## config.mk

```make
export PLATFORM = sky130hd
export DESIGN_NAME = w_buf_rd_ctrl_flat
export DESIGN_NICKNAME = d
export VERILOG_FILES = /design/src/rtl/w_buf_pkg.sv /design/src/rtl/w_buf_rd_ctrl_if.sv /design/src/rtl/w_buf_rd_ctrl.sv /design/src/flat_wrapper.sv
export SDC_FILE = /design/constraint.sdc
export NUM_CORES = 1
export LEC_CHECK = 0
export ABC_AREA = 1
export ABC_CLOCK_PERIOD_IN_PS = 2200
export BUFFER_PORTS_ARGS = -buffer_cell sky130_fd_sc_hd__buf_4
export CAP_MARGIN = 20
export CORE_ASPECT_RATIO = 1.75
export CORE_MARGIN = 2
export CORE_UTILIZATION = 50
export DETAILED_ROUTE_END_ITERATION = 7
export GPL_TIMING_DRIVEN = 0
export PLACE_DENSITY = 0.75
export SLEW_MARGIN = 0
export SYNTH_ARGS = -nofsm -noshare
export SYNTH_HDL_FRONTEND = slang
export SYNTH_SLANG_ARGS = --single-unit
```

## constraint.sdc

```tcl
create_clock -name clk -period 2.2 [get_ports clk]
set_input_delay 0.11 -clock clk [delete_from_list [all_inputs] [get_ports clk]]
set_output_delay 0.11 -clock clk [all_outputs]
set_load 0.01 [all_outputs]
```

## src/rtl/w_buf_pkg.sv

```systemverilog
// Shared weight-buffer definitions: default depth, FSM state encoding and the
// address wrap helper used by the read (and future write) controllers.
package w_buf_pkg;

    localparam int W_BUF_DEPTH = 16;

    localparam logic [1:0] ST_IDLE   = 2'd0;
    localparam logic [1:0] ST_PRIME  = 2'd1;
    localparam logic [1:0] ST_STREAM = 2'd2;

    typedef enum logic [1:0] {
        S_IDLE   = ST_IDLE,
        S_PRIME  = ST_PRIME,
        S_STREAM = ST_STREAM
    } rd_state_e;

    // Next row address; wraps at depth-1 so non-power-of-2 depths work.
    function automatic int unsigned wrap(input int unsigned a, input int unsigned depth);
        return (a == depth - 32'd1) ? 32'd0 : a + 32'd1;
    endfunction

endpackage

```

## src/rtl/w_buf_rd_ctrl_if.sv

```systemverilog
// Job control, w_buf read port and row-stream handshake of the weight-buffer
// read controller; master is the controller side, slave the environment side.
interface w_buf_rd_ctrl_if #(
    parameter int DEPTH      = w_buf_pkg::W_BUF_DEPTH,
    parameter int ADDR_WIDTH = $clog2(DEPTH),
    parameter int CNT_WIDTH  = ADDR_WIDTH + 1
);
    logic                  start;
    logic                  abort;
    logic [ADDR_WIDTH-1:0] base_addr;
    logic [CNT_WIDTH-1:0]  num_rows;
    logic                  busy;
    logic                  done;
    logic                  buf_en;
    logic [ADDR_WIDTH-1:0] buf_addr;
    logic                  w_valid;
    logic                  w_ready;
    logic [CNT_WIDTH-1:0]  w_row;

    modport master (
        input  start, abort, base_addr, num_rows, w_ready,
        output busy, done, buf_en, buf_addr, w_valid, w_row
    );

    modport slave (
        output start, abort, base_addr, num_rows, w_ready,
        input  busy, done, buf_en, buf_addr, w_valid, w_row
    );
endinterface

```

## src/rtl/w_buf_rd_ctrl.sv

```systemverilog
// Streams num_rows consecutive w_buf rows from base_addr, hiding the 1-cycle read
// latency. Optional stall counter output enabled by W_BUF_RD_CTRL_STALL_CNT_EN.
module w_buf_rd_ctrl #(
    parameter int DEPTH      = w_buf_pkg::W_BUF_DEPTH,
    parameter int ADDR_WIDTH = $clog2(DEPTH),
    parameter int CNT_WIDTH  = ADDR_WIDTH + 1
) (
    input  logic                clk,
    input  logic                rst_i,
    w_buf_rd_ctrl_if.master     bus
`ifdef W_BUF_RD_CTRL_STALL_CNT_EN
    ,
    output logic [15:0]         stall_cnt
`endif
);
    import w_buf_pkg::*;

    rd_state_e             state_q;
    logic [ADDR_WIDTH-1:0] out_addr_q;
    logic [ADDR_WIDTH-1:0] out_addr_d;
    logic [CNT_WIDTH-1:0]  cnt_q;
    logic [CNT_WIDTH-1:0]  num_q;
    logic                  done_q;
    logic                  w_valid_q;
    logic                  fire_s;
    logic                  last_s;
    logic                  buf_en_s;
    logic [ADDR_WIDTH-1:0] buf_addr_s;

    assign out_addr_d = ADDR_WIDTH'(wrap(32'(out_addr_q), DEPTH));
    assign fire_s     = w_valid_q & bus.w_ready;
    assign last_s     = (cnt_q == num_q - CNT_WIDTH'(1'b1));

    assign bus.busy     = (state_q != S_IDLE);
    assign bus.done     = done_q;
    assign bus.w_valid  = w_valid_q;
    assign bus.w_row    = cnt_q;
    assign bus.buf_en   = buf_en_s;
    assign bus.buf_addr = buf_addr_s;

    // Read-port drive: stalls re-read the current row so w_buf dout stays stable.
    always_comb begin
        buf_en_s   = 1'b0;
        buf_addr_s = out_addr_q;
        case (state_q)
            S_IDLE: begin
                buf_en_s   = 1'b0;
                buf_addr_s = out_addr_q;
            end
            S_PRIME: begin
                buf_en_s   = 1'b1;
                buf_addr_s = out_addr_q;
            end
            S_STREAM: begin
                buf_en_s   = !(fire_s && last_s);
                buf_addr_s = fire_s ? out_addr_d : out_addr_q;
            end
            default: begin
                buf_en_s   = 1'b0;
                buf_addr_s = out_addr_q;
            end
        endcase
    end

    // Job FSM with registered done/valid flags and row bookkeeping.
    always_ff @(posedge clk) begin
        if (!rst_i) begin
            state_q    <= S_IDLE;
            out_addr_q <= {ADDR_WIDTH{1'b0}};
            cnt_q      <= {CNT_WIDTH{1'b0}};
            num_q      <= {CNT_WIDTH{1'b0}};
            done_q     <= 1'b0;
            w_valid_q  <= 1'b0;
        end else if (bus.abort) begin
            state_q   <= S_IDLE;
            done_q    <= 1'b0;
            w_valid_q <= 1'b0;
        end else begin
            done_q <= 1'b0;
            case (state_q)
                S_IDLE: begin
                    if (bus.start) begin
                        if (bus.num_rows != {CNT_WIDTH{1'b0}}) begin
                            num_q      <= bus.num_rows;
                            out_addr_q <= bus.base_addr;
                            cnt_q      <= {CNT_WIDTH{1'b0}};
                            state_q    <= S_PRIME;
                        end else begin
                            done_q <= 1'b1;
                        end
                    end
                end
                S_PRIME: begin
                    state_q   <= S_STREAM;
                    w_valid_q <= 1'b1;
                end
                S_STREAM: begin
                    if (fire_s) begin
                        if (last_s) begin
                            state_q   <= S_IDLE;
                            w_valid_q <= 1'b0;
                            done_q    <= 1'b1;
                        end else begin
                            cnt_q      <= cnt_q + CNT_WIDTH'(1'b1);
                            out_addr_q <= out_addr_d;
                        end
                    end
                end
                default: begin
                    state_q   <= S_IDLE;
                    w_valid_q <= 1'b0;
                end
            endcase
        end
    end

`ifdef W_BUF_RD_CTRL_STALL_CNT_EN
    logic [15:0] stall_q;
    logic        start_acc_s;

    assign start_acc_s = (state_q == S_IDLE) && bus.start && !bus.abort;
    assign stall_cnt   = stall_q;

    // Saturating count of back-pressured valid cycles, cleared per accepted job.
    always_ff @(posedge clk) begin
        if (!rst_i) begin
            stall_q <= 16'd0;
        end else if (start_acc_s) begin
            stall_q <= 16'd0;
        end else if (w_valid_q && !bus.w_ready && (stall_q != 16'hFFFF)) begin
            stall_q <= stall_q + 16'd1;
        end
    end
`endif

endmodule
```

## src/flat_wrapper.sv

```systemverilog
// flat-port wrapper written by rule: the top's interface ports become plain ports
module w_buf_rd_ctrl_flat import w_buf_pkg::*;
#(
    parameter int DEPTH      = w_buf_pkg::W_BUF_DEPTH,
    parameter int ADDR_WIDTH = $clog2(DEPTH),
    parameter int CNT_WIDTH  = ADDR_WIDTH + 1
)
  (clk, rst_i, bus_start, bus_abort, bus_base_addr, bus_num_rows, bus_w_ready, bus_busy, bus_done, bus_buf_en, bus_buf_addr, bus_w_valid, bus_w_row);
  w_buf_rd_ctrl_if #(.DEPTH(DEPTH), .ADDR_WIDTH(ADDR_WIDTH), .CNT_WIDTH(CNT_WIDTH)) bus_i ();
  input  logic clk;
  input  logic rst_i;
  input wire logic [$bits(bus_i.start)-1:0] bus_start;
  input wire logic [$bits(bus_i.abort)-1:0] bus_abort;
  input wire logic [$bits(bus_i.base_addr)-1:0] bus_base_addr;
  input wire logic [$bits(bus_i.num_rows)-1:0] bus_num_rows;
  input wire logic [$bits(bus_i.w_ready)-1:0] bus_w_ready;
  output wire logic [$bits(bus_i.busy)-1:0] bus_busy;
  output wire logic [$bits(bus_i.done)-1:0] bus_done;
  output wire logic [$bits(bus_i.buf_en)-1:0] bus_buf_en;
  output wire logic [$bits(bus_i.buf_addr)-1:0] bus_buf_addr;
  output wire logic [$bits(bus_i.w_valid)-1:0] bus_w_valid;
  output wire logic [$bits(bus_i.w_row)-1:0] bus_w_row;
  assign bus_i.start = bus_start;
  assign bus_i.abort = bus_abort;
  assign bus_i.base_addr = bus_base_addr;
  assign bus_i.num_rows = bus_num_rows;
  assign bus_i.w_ready = bus_w_ready;
  assign bus_busy = bus_i.busy;
  assign bus_done = bus_i.done;
  assign bus_buf_en = bus_i.buf_en;
  assign bus_buf_addr = bus_i.buf_addr;
  assign bus_w_valid = bus_i.w_valid;
  assign bus_w_row = bus_i.w_row;
  w_buf_rd_ctrl #(.DEPTH(DEPTH), .ADDR_WIDTH(ADDR_WIDTH), .CNT_WIDTH(CNT_WIDTH)) u_core (.clk(clk), .rst_i(rst_i), .bus(bus_i));
endmodule
```

==> results of run 1 <==
[registers in the layout (all words and copies together) (netlist names)]
name and flops:
u_core.out_addr_q 4, u_core.bus.w_valid 1, u_core.num_q 5, u_core.bus.w_row 5, u_core.state_q 2, u_core.bus.done 1
[worst max-delay path: cells and delay by family, from the launching register on]
kind,cells,cell delay [ps]
adder cells (fa/ha/maj),1,300
AND/OR/NAND/NOR,2,200
flip-flops,1,330
buffers and inverters,4,710
AO/OA/AOI/OAI,1,80
[worst max-delay path by stage]
stage	depth (start not counted)	slack, ps	endpoint	startpoint
after floorplan	13	660	u_core.out_addr_q[2]	u_core.num_q[0]
after global placement	13	460	u_core.out_addr_q[1]	u_core.num_q[0]
after detailed placement	13	430	u_core.out_addr_q[1]	u_core.num_q[0]
after CTS	8	190	bus_buf_addr[2]	u_core.state_q[0]
after global routing	12	10	bus_buf_en	u_core.num_q[0]
final	8	200	bus_buf_addr[2]	u_core.state_q[0]
[power groups by stage]
stage	clock, uW	combinational, uW	sequential [uW]
after floorplan	0	153	374
after global placement	0	221	376
after detailed placement	0	228	377
after CTS	234	229	370
after global routing	246	262	373
final	232	228	370
[synthesized netlist by cell type]
cell type and n:
nand2_1 71, nor2_1 26, inv_1 19, dfxtp_1 18, o21ai_0 13, a21oi_1 11
nand3_1 9, ha_1 6, inv_2 3, nor2_2 3, clkbuf_1 2, nor3_1 2
o21bai_1 2, xor2_1 2, a21boi_0 1, a21oi_2 1, and2_1 1, inv_4 1
nand2_2 1, nand2_4 1, o21ai_1 1, o22ai_1 1
[per-stage QoR]
step	instances	util
detailed placement	245	0.620
finish	248	0.639
floorplan	195	-
global placement	245	0.620
CTS	248	0.639
global route	248	0.639
[kinds of logic after synthesis]
group / count (synthesis)
xor+xnor: 2
buf+inv: 25
flops: 18
simple gates: 114
fa+ha+maj: 6
compound gates: 30
[final cells by class]
cell class                 count  share of cell area
buffer                         2             0.00524
clock buffer                   3              0.0288
inverter                      23              0.0620
multi-input combinational    152               0.500
sequential                    18               0.251
tap                           25              0.0218
timing repair buffer          25               0.131
[layer usage]
metal | share of wire | GRT usage | vias up
li1 | - | - | 668
met1 | 0.40 | 0.222 | 559
met2 | 0.55 | 0.423 | 16
met3 | 0.023 | 0.0227 | 4
met4 | 0.024 | 0.146 | 0
met5 | 0 | 0 | -
==> impl_metrics.ini, run 1 <==
[logic_synthesis]
synth_top_area_cell = dfxtp_1
yosys-top-cells-area = dfxtp_1 31%, nand2_1 23%, nor2_1 8.3%, ha_1 6.4%, inv_1 6.1%
syn_inst = 195
synth_top_cell_area_share = 0.307
synth_top_family_by_area = simple AND/OR/NAND/NOR gates
synth_nets = 215
synthAdderAreaFrac = 0.0640
synth-compound-area-share = 0.139
syn_area_um2 = 1170
seq_area_frac_synth = 0.307
ys_ff_latch = 18
synth_cell_type_count = 22
synthMuxAreaShare = 0
ys_warn_count = 0
synth_xor_area_frac = 0.0149
synth_area_per_cell_um2 = 6.02
synth-simple-area-share = 0.393

[pwr]
power.clock.fraction = 0.280
pwr-share-comb = 0.274
swShare = 0.319
powerDensity_nw_per_um2 = 579
p_leak_uw = 0.000697
internal_power_uw = 565
power_uw = 830
power.share.sequential = 0.446
switchingPower_uw = 265
ir_drop_mv = 0.473

[floorplan]
row_count = 23
dieWidth_um = 40.6
fp.dieH_um = 68.1
die_area_um2 = 2770
floorplan.initialDensity = 0.523
num_io_pins = 27
core_um2 = 2240

[cells_and_area]
seq_area_um2 = 360
layout_commonest_cell = nand2_1
fin_nets = 245
final_cell_mix = 71 x nand2_1, 26 x nor2_1, 25 x buf_4, 19 x inv_1, 18 x dfxtp_1
stdcell_area_um2 = 1430
fillCellCount = 241
drive_gt1_frac = 0.170
diodes = 0
syn_to_final_growth_pct = 22.2
multi_input_area_um2 = 717

[drt]
drc = 0
dr.pass1.iters = 4
dr.first_iter.drc_count = 30
vias = 1247
postRouteAntennaNets = 0
routed_wirelength_um = 2720
vias_per_cell = 5.03
routedWlPerCell_um = 11.0

[flow_run]
max-cap-violations = 0

[setup_path]
r2r-end = u_core.out_addr_q[1]
critical_path.max_stage_delay_ps = 370
cp-start-kind = flop
reg2reg_from = u_core.num_q[0]
rrSetupSlack_ps = 430
crit_required_ps = 2090
endpoint_kind = output port
r2r_cells = 13
crit_path_top_delay_cell = clkbuf_1
cp.arrival_ps = 1890
crit_chain = inv_1 > ha_1 > inv_2 > clkbuf_1 > nor2_1 > nand2_1 > o21ai_0 > buf_4
crit_type = flop to output port
path_max_fanout = 10

[placement]
dp_hpwl_um = 2200
place_area_um2 = 1390
io_buffers = 25
gp_congestion = 0.786
dp_slack_ps = 433

[grt]
grt.total_usage = 0.230
grt_pass1_vias = 1144
gr-total-overflow = 0
grt_pass1_wl_um = 4380
grt_max_degree = 11
antenna_found_initial = 0

[timing]
clock_skew_ps = 2.56
max-slew-margin-rel = 0.697
tightest_slew_ps = 454
slew_violations = 0
fmax_mhz = 501
whs_ps = 128
finalCriticalPeriod_ps = 2000
setup_slack_ps = 203
finalSetupViolCount = 0
hold_viol = 0
rsz0062_at_grt = false
final.setup.tns_ps = 0
fin_crit_sh = 0.908

[hold_path]
hold_path_class = primary input to flop
hold_path_startpoint = bus_num_rows[4]
min_to = u_core.num_q[4]
min_path_cells = 3

[clocking]
ctsHoldBuffers = 0
cts_num_sinks = 18
clkTransAtPathRegs_ps = 60
cts_buffer_depth = 2
cts_max_level = 1
insertion_delay_ps = 260
cts_setup_buffers = 0
cts_resized = 0
cts_tree = yes
cts_root_buf = clkbuf_8
cts_inserted_buffers = 3

[outcome]
outcome = finished, final reports clean
Power figures use the tool's default switching activity.
==> run 2: changes to the inputs <==
--- a/config.mk
+++ b/config.mk
@@ -7,14 +7,13 @@
 export LEC_CHECK = 0
 export ABC_AREA = 1
 export ABC_CLOCK_PERIOD_IN_PS = 2200
-export BUFFER_PORTS_ARGS = -buffer_cell sky130_fd_sc_hd__buf_4
 export CAP_MARGIN = 20
 export CORE_ASPECT_RATIO = 1.75
 export CORE_MARGIN = 2
 export CORE_UTILIZATION = 50
 export DETAILED_ROUTE_END_ITERATION = 7
+export DONT_BUFFER_PORTS = 1
 export GPL_TIMING_DRIVEN = 0
-export PLACE_DENSITY = 0.75
 export SLEW_MARGIN = 0
 export SYNTH_ARGS = -nofsm -noshare
 export SYNTH_HDL_FRONTEND = slang
==> impl_metrics.ini, run 2 (synthesis results as in run 1) <==
[clocking]
cts_buffer_depth = 2
insertion_delay_ps = 250
cts_inserted_buffers = 3
cts_max_level = 1
cts_root_buf = clkbuf_8
cts_setup_buffers = 0
cts_tree = yes
clkTransAtPathRegs_ps = 60
ctsHoldBuffers = 0
cts_resized = 0
cts_num_sinks = 18

[timing]
rsz0062_at_grt = false
fmax_mhz = 511
clock_skew_ps = 3.93
hold_viol = 0
slew_violations = 0
fin_crit_sh = 0.889
final.setup.tns_ps = 0
finalSetupViolCount = 0
max-slew-margin-rel = 0.693
finalCriticalPeriod_ps = 1960
tightest_slew_ps = 460

[pwr]
p_leak_uw = 0.000570
powerDensity_nw_per_um2 = 623
internal_power_uw = 533
switchingPower_uw = 243
swShare = 0.313
power.share.sequential = 0.480
ir_drop_mv = 0.304
pwr-share-comb = 0.235
power.clock.fraction = 0.285

[drt]
dr.pass1.iters = 4
vias = 1164
routedWlPerCell_um = 11.9
vias_per_cell = 5.22
drc = 0
postRouteAntennaNets = 0
routed_wirelength_um = 2650
dr.first_iter.drc_count = 35

[grt]
grtUsageMet1 = 0.206
grt.total_usage = 0.215
gr-total-overflow = 0
top_usage_layer = met2
grt_pass1_vias = 1041
grt.met3_usage = 0.0357
grt_pass1_wl_um = 4100
grt_max_degree = 11
antenna_found_initial = 0
grt_util_met2 = 0.419

[floorplan]
dieWidth_um = 40.6
die_area_um2 = 2770
row_count = 23
fp.dieH_um = 68.1
floorplan.initialDensity = 0.523
num_io_pins = 27
core_um2 = 2240

[setup_path]
critical_path.top_delay_family = buffers and inverters
critical_path_buf_inv_count = 3
cp.arrival_ps = 1850
endpoint_kind = output port
critical_path.max_stage_delay_ps = 330
crit_required_ps = 2090
crit_type = flop to output port
crit_chain = inv_1 > ha_1 > inv_2 > clkbuf_1 > nor2_1 > nand2_1 > o21ai_0
path_max_fanout = 10
crit_path_top_delay_cell = ha_1
cp-start-kind = flop

[placement]
dp_hpwl_um = 2110
io_buffers = 0
place_area_um2 = 1200
gp_congestion = 0.761

[cells_and_area]
syn_to_final_growth_pct = 6.18
diodes = 0
layout_commonest_cell = nand2_1
final_cell_mix = 71 x nand2_1, 26 x nor2_1, 19 x inv_1, 18 x dfxtp_1, 13 x o21ai_0
fin_nets = 220
stdcell_area_um2 = 1250
drive_gt1_frac = 0.0657

[outcome]
outcome = finished, final reports clean

[flow_run]
max-cap-violations = 0

[hold_path]
hold_path_class = primary input to flop
[run 2: changes by cell type in the layout (fill, tap and decap cells not counted)]
cell	change
buf_4	-25
[run 2: worst paths after layout]
path	startpoint	end	slack [ps]	cells after the start
hold / removal	bus_num_rows[4]	u_core.num_q[4]	20	2
setup / recovery	u_core.state_q[0]	bus_buf_addr[2]	240	7
hold reg to reg	u_core.num_q[1]	u_core.num_q[1]	510	2
setup reg to reg	u_core.num_q[0]	u_core.out_addr_q[1]	410	13
[run 2: worst reg2reg max path, delay by kind of cell (launching register included)]
kind,cells,cell delay [ps]
buffers and inverters,3,210
AND/OR/NAND/NOR,9,810
adder cells (fa/ha/maj),1,330
flip-flops,1,330
[run 2: area by class of cell]
type,count,area [um2]
Clock buffer,3,41.3
Multi-Input combinational cell,152,717
Buffer,2,7.51
Inverter,23,88.8
Tap cell,25,31.3
Sequential cell,18,360
Fill cell,237,998
[run 2: power by group through the flow]
stage	clock network [uW]	logic, uW	registers, uW
after detailed placement	0	185	380
after CTS	237	185	372
after global placement	0	181	379
final	221	182	373
after floorplan	0	153	374
after global routing	242	213	376
[run 2: routing by layer]
layer	share of wire	vias to the layer above
li1	-	617
met5	0	-
met4	0.0076	0
met1	0.37	517
met3	0.053	2
met2	0.57	28
[run 2: metrics by stage]
stage	util	power [uW]	hold WS [ps]	std cells	setup WS [ps]
finish	0.555	776	17.9	223	244
global placement	0.537	559	266	220	426
global route	0.555	831	23.9	223	50.1
floorplan	-	527	257	195	659
CTS	0.555	794	10.5	223	212
detailed placement	0.537	564	280	220	383
